$ cat config.mk
export PLATFORM = sky130hd
export DESIGN_NAME = fetch_stage
export DESIGN_NICKNAME = d
export VERILOG_FILES = /design/src/rtl/fetch_stage.sv
export SDC_FILE = /design/constraint.sdc
export NUM_CORES = 1
export LEC_CHECK = 0
export BUFFER_PORTS_ARGS = -buffer_cell sky130_fd_sc_hd__buf_4
export CAP_MARGIN = 0
export CORE_MARGIN = 5
export CORE_UTILIZATION = 51
export CTS_BUF_LIST = sky130_fd_sc_hd__clkbuf_4 sky130_fd_sc_hd__clkbuf_8 sky130_fd_sc_hd__clkbuf_16
export CTS_CLUSTER_SIZE = 8
export DETAILED_ROUTE_END_ITERATION = 8
export PLACE_DENSITY = 0.93
export SYNTH_ARGS = -nofsm -noshare
export SYNTH_HDL_FRONTEND = slang
export SYNTH_SLANG_ARGS = --single-unit
$ cat constraint.sdc
create_clock -name clk -period 2.8 [get_ports clk]
set_clock_uncertainty 0.05 [all_clocks]
set_input_delay 0.56 -clock clk [delete_from_list [all_inputs] [get_ports clk]]
set_output_delay 0.56 -clock clk [all_outputs]
set_load 0.005 [all_outputs]
$ cat src/rtl/fetch_stage.sv
// rtl/fetch_stage.sv - MIPS instruction fetch stage with PC register and IF/ID pipeline register
// Optional FETCH_PERF_CNT_EN adds perf_fetched / perf_flushed counters.
module fetch_stage #(
  parameter int PC_WIDTH    = 32,
  parameter int INSTR_WIDTH = 32,
  parameter logic [PC_WIDTH-1:0] RESET_PC = '0
) (
  input  logic                   clk,
  input  logic                   rst,
  input  logic                   enable,
  input  logic                   stall,
  input  logic                   branch_taken,
  input  logic [PC_WIDTH-1:0]    branch_target,
  input  logic                   jump,
  input  logic [PC_WIDTH-1:0]    jump_target,
  output logic [PC_WIDTH-1:0]    imem_addr,
  input  logic [INSTR_WIDTH-1:0] imem_rdata,
  output logic [INSTR_WIDTH-1:0] if_id_instr,
  output logic [PC_WIDTH-1:0]    if_id_pc_plus4,
  output logic                   if_id_valid
`ifdef FETCH_PERF_CNT_EN
  ,
  output logic [31:0]            perf_fetched,
  output logic [31:0]            perf_flushed
`endif
);

  logic [PC_WIDTH-1:0] pc;
  logic [PC_WIDTH-1:0] pc_plus4;
  logic [PC_WIDTH-1:0] branch_aligned;
  logic [PC_WIDTH-1:0] jump_aligned;
  logic [PC_WIDTH-1:0] reset_aligned;

  // Targets are forced word-aligned so pc[1:0] can never become nonzero.
  assign pc_plus4       = pc + {{(PC_WIDTH-3){1'b0}}, 3'b100};
  assign branch_aligned = {branch_target[PC_WIDTH-1:2], 2'b00};
  assign jump_aligned   = {jump_target[PC_WIDTH-1:2], 2'b00};
  assign reset_aligned  = {RESET_PC[PC_WIDTH-1:2], 2'b00};
  assign imem_addr      = pc;

  always_ff @(posedge clk) begin
    if (rst) begin
      pc             <= reset_aligned;
      if_id_instr    <= '0;
      if_id_pc_plus4 <= '0;
      if_id_valid    <= 1'b0;
`ifdef FETCH_PERF_CNT_EN
      perf_fetched   <= '0;
      perf_flushed   <= '0;
`endif
    end else if (enable) begin
      if (branch_taken) begin
        pc             <= branch_aligned;
        if_id_instr    <= '0;
        if_id_pc_plus4 <= '0;
        if_id_valid    <= 1'b0;
`ifdef FETCH_PERF_CNT_EN
        perf_flushed   <= perf_flushed + 32'd1;
`endif
      end else if (stall) begin
        // Hold: a jump sitting in ID is the stalled instruction itself.
        pc             <= pc;
      end else if (jump) begin
        pc             <= jump_aligned;
        if_id_instr    <= '0;
        if_id_pc_plus4 <= '0;
        if_id_valid    <= 1'b0;
`ifdef FETCH_PERF_CNT_EN
        perf_flushed   <= perf_flushed + 32'd1;
`endif
      end else begin
        pc             <= pc_plus4;
        if_id_instr    <= imem_rdata;
        if_id_pc_plus4 <= pc_plus4;
        if_id_valid    <= 1'b1;
`ifdef FETCH_PERF_CNT_EN
        perf_fetched   <= perf_fetched + 32'd1;
`endif
      end
    end
  end

endmodule

==> metrics.md <==
| Metric | Value |
|---|---|
| Unrepaired setup endpoints after global routing | false |
| Register area share after synthesis | 41.8% |
| Antenna violations before repair | 0 |
| DR WL/cell | 18.0 µm |
| Post-route insts no fill | 823 |
| Clock root cell | clkbuf_8 |
| Minimum clock period | 2.29 ns |
| Synth area leader | dfxtp_1 |
| Worst-skew pair later-pin latency | 0.36 ns |
| Crit path DAT | 2.53 ns |
| Reg clk slew, reported paths | 0.10 ns |
| Share of the synthesized area in the top cell type | 41.8% |
| Setup CP Type | register to register |
| Yosys warnings | 0 |
| Crit Path Max Fanout | 9 |
| Core area | 0.00868 mm² |
| Most frequent cell after synthesis | dfxtp_1 |
| Critical-path cell list | ha_1 > nand3_1 > nor2_2 > nand3_2 > or4b_1 > a31oi_1 |
| Via/cell ratio | 5.94 |
| Pwr/cell area | 472 mW/mm² |
| Post-synth EDFFs | 0 |
| Global-route wire length before repair | 23,600 µm |
| CTS Buffer Depth | 2 |
| Worst Max-Slew Pin Slew | 1.03 ns |
| Die height | 104 µm |
| Post-synthesis cell area | 0.00450 mm² |
| CTS tree | done |
| N_diodes | 0 |
| Setup crit end kind | register |
| Top cells by area, synth | dfxtp_1 42%, a22oi_1 7.5%, nor2_1 5.3% |
| Final WS setup | 0.509 ns |
| Final GP Congestion | 0.877 |
| Nets | 813 |
| Place WS | 0.212 ns |
| Remaining antenna violation count | 0 |
| Main flop type after synthesis | dfxtp_1 |
| Grt total ovfl | 0 |
| Setup TNS | 0 ns |
| Hold Buf Count CTS | 0 |
| Total GRT Usage | 25.9% |
| Syn-to-layout area delta | 39.7% |
| Post-DP HPWL | 10,800 µm |
| Number of post-CTS setup repair buffers | 0 |
| Tcrit/Tclk final | 81.8% |
| Slew Limit Headroom | 31.4% |
| Port bufs | 192 |
| CP peak stage delay | 0.52 ns |
| Initial Util | 51.9% |
| Share of flip-flops with an asynchronous set or reset | 0% |
| Top post-synthesis cells by count | 94 x dfxtp_1, 64 x nor2_1, 45 x a22oi_1 |
| Die area | 0.0108 mm² |
| Detailed-route via count | 4,891 |
| Max Cap Viol | 0 |
| Final core occ | 72.5% |
| Startpoint class of the critical path | register |
| Worst EP required | 3.04 ns |
| Synth Area per Inst | 8.40 µm² |
| FMAX | 0.437 GHz |
| CP max-delay cell | dfxtp_1 |
| Status | finished clean |
| Placed insts | 807 |
| Drt first pass iters | 5 |
| CTS Sinks | 94 |
| Fin. Hold Viols | 0 |
| Final Max Slew Viols | 0 |
| Total power | 2.97 mW |
| Starting DRT DRC Count | 298 |
| Maximum VDD drop | 0.000289 V |
| Share of cells above drive strength 1 | 33.1% |
| Die X | 104 µm |
| Number of global-route vias before repair | 4,886 |
| # H-tree levels | 3 |
| Hold Crit Class | input pin to register |
| Synthesized flop and latch total | 94 |
| Synth cell types | 62 |
| Final setup vio count | 0 |
| I/O pin total | 199 |
| # rows | 34 |
| Post-route DRC | 0 |
| PostCTS Resize Cnt | 0 |
| CTS Buf Count | 9 |
| Static leakage | 2.65 nW |
| Wirelength, routed | 14,800 µm |
| Synthesized netlist cell count | 536 |
| Largest net degree at the start of global routing | 51 |
## routing by layer
| layer | vias up | wire [µm] | global-route usage, % |
|---|---|---|---|
| met1 | 2238 | 5580 | 29.3 |
| met3 | 54 | 1720 | 8.69 |
| met4 | 0 | 462 | 11.3 |
| met5 | - | 0 | 0 |
| li1 | 2296 | - | - |
| met2 | 303 | 7050 | 44.2 |
## critical path: cells and delay by family (launching register included)
| kind | cells | cell delay, ns |
|---|---|---|
| DFF | 1 | 0.52 |
| AOI/OAI and AO/OA | 1 | 0.16 |
| and+or+nand+nor | 4 | 1.25 |
| adders and majority gates | 1 | 0.24 |
## path summary, 6_finish.rpt
kind                            slack [ns]  cells after the start                  to          startpoint
worst min-delay path                  0.38                      3      if_id_instr[8]       imem_rdata[8]
worst min register to register        0.40                      2  if_id_pc_plus4[30]  if_id_pc_plus4[30]
worst max register to register        0.51                      6       imem_addr[18]        imem_addr[2]
worst max-delay path                  0.51                      6       imem_addr[18]        imem_addr[2]
## layout by cell type (no fill, tap or decap), types with 6 or more instances in the layout
cell type,instances
buf_4,204
dfxtp_1,94
nor2_1,63
a22oi_1,45
nand2_1,43
a21oi_1,28
o21ai_0,26
nand3_1,15
xor2_1,14
xnor2_1,13
o21ai_1,12
clkbuf_8,12
inv_1,10
nand4_1,9
or3_1,7
mux2i_1,7
nand2b_1,6
nor3_1,6
a221o_1,6
a221oi_1,6
o211ai_1,6
## cells by family (layout without fill, tap and decap cells)
family                   after synthesis  in the layout  share of synthesized area (%)
AO/OA/AOI/OAI                        171            171                           25.8
XOR/XNOR                              27             27                           5.25
adder cells (fa/ha/maj)                1              1                          0.278
buffers and inverters                 56            234                           5.14
flip-flops                            94             94                           41.8
multiplexers                           7              7                           1.56
other                                  1              2                         0.0833
AND/OR/NAND/NOR                      179            179                           20.1
## layout make-up
cell class | instances | area [µm²]
multi-input combinational | 387 | 2410
fill | 634 | 2390
sequential | 94 | 1880
timing repair buffer | 206 | 1570
clock buffer | 12 | 165
tap | 108 | 135
clock inverter | 4 | 76.3
inverter | 12 | 45.0
## sequential cells by signal, summed over array words and instances, names as in the netlist
register,count
if_id_pc_plus4,31
if_id_instr,32
if_id_valid,1
imem_addr,30
## metrics by stage
| stage | hold slack, ns | area, µm² |
|---|---|---|
| floorplan | 0.392 | 4500 |
| global placement | 0.383 | 6050 |
| detailed placement | 0.389 | 6050 |
| CTS | 0.375 | 6290 |
| global route | 0.378 | 6290 |
| finish | 0.381 | 6290 |
## where the power goes
part	total, mW	switching [mW]	internal [mW]
Sequential	1.45	0.0666	1.38
Clock	1.06	0.483	0.580
Combinational	0.458	0.220	0.237
Total	2.97	0.770	2.20
Power figures use the tool's default switching activity.
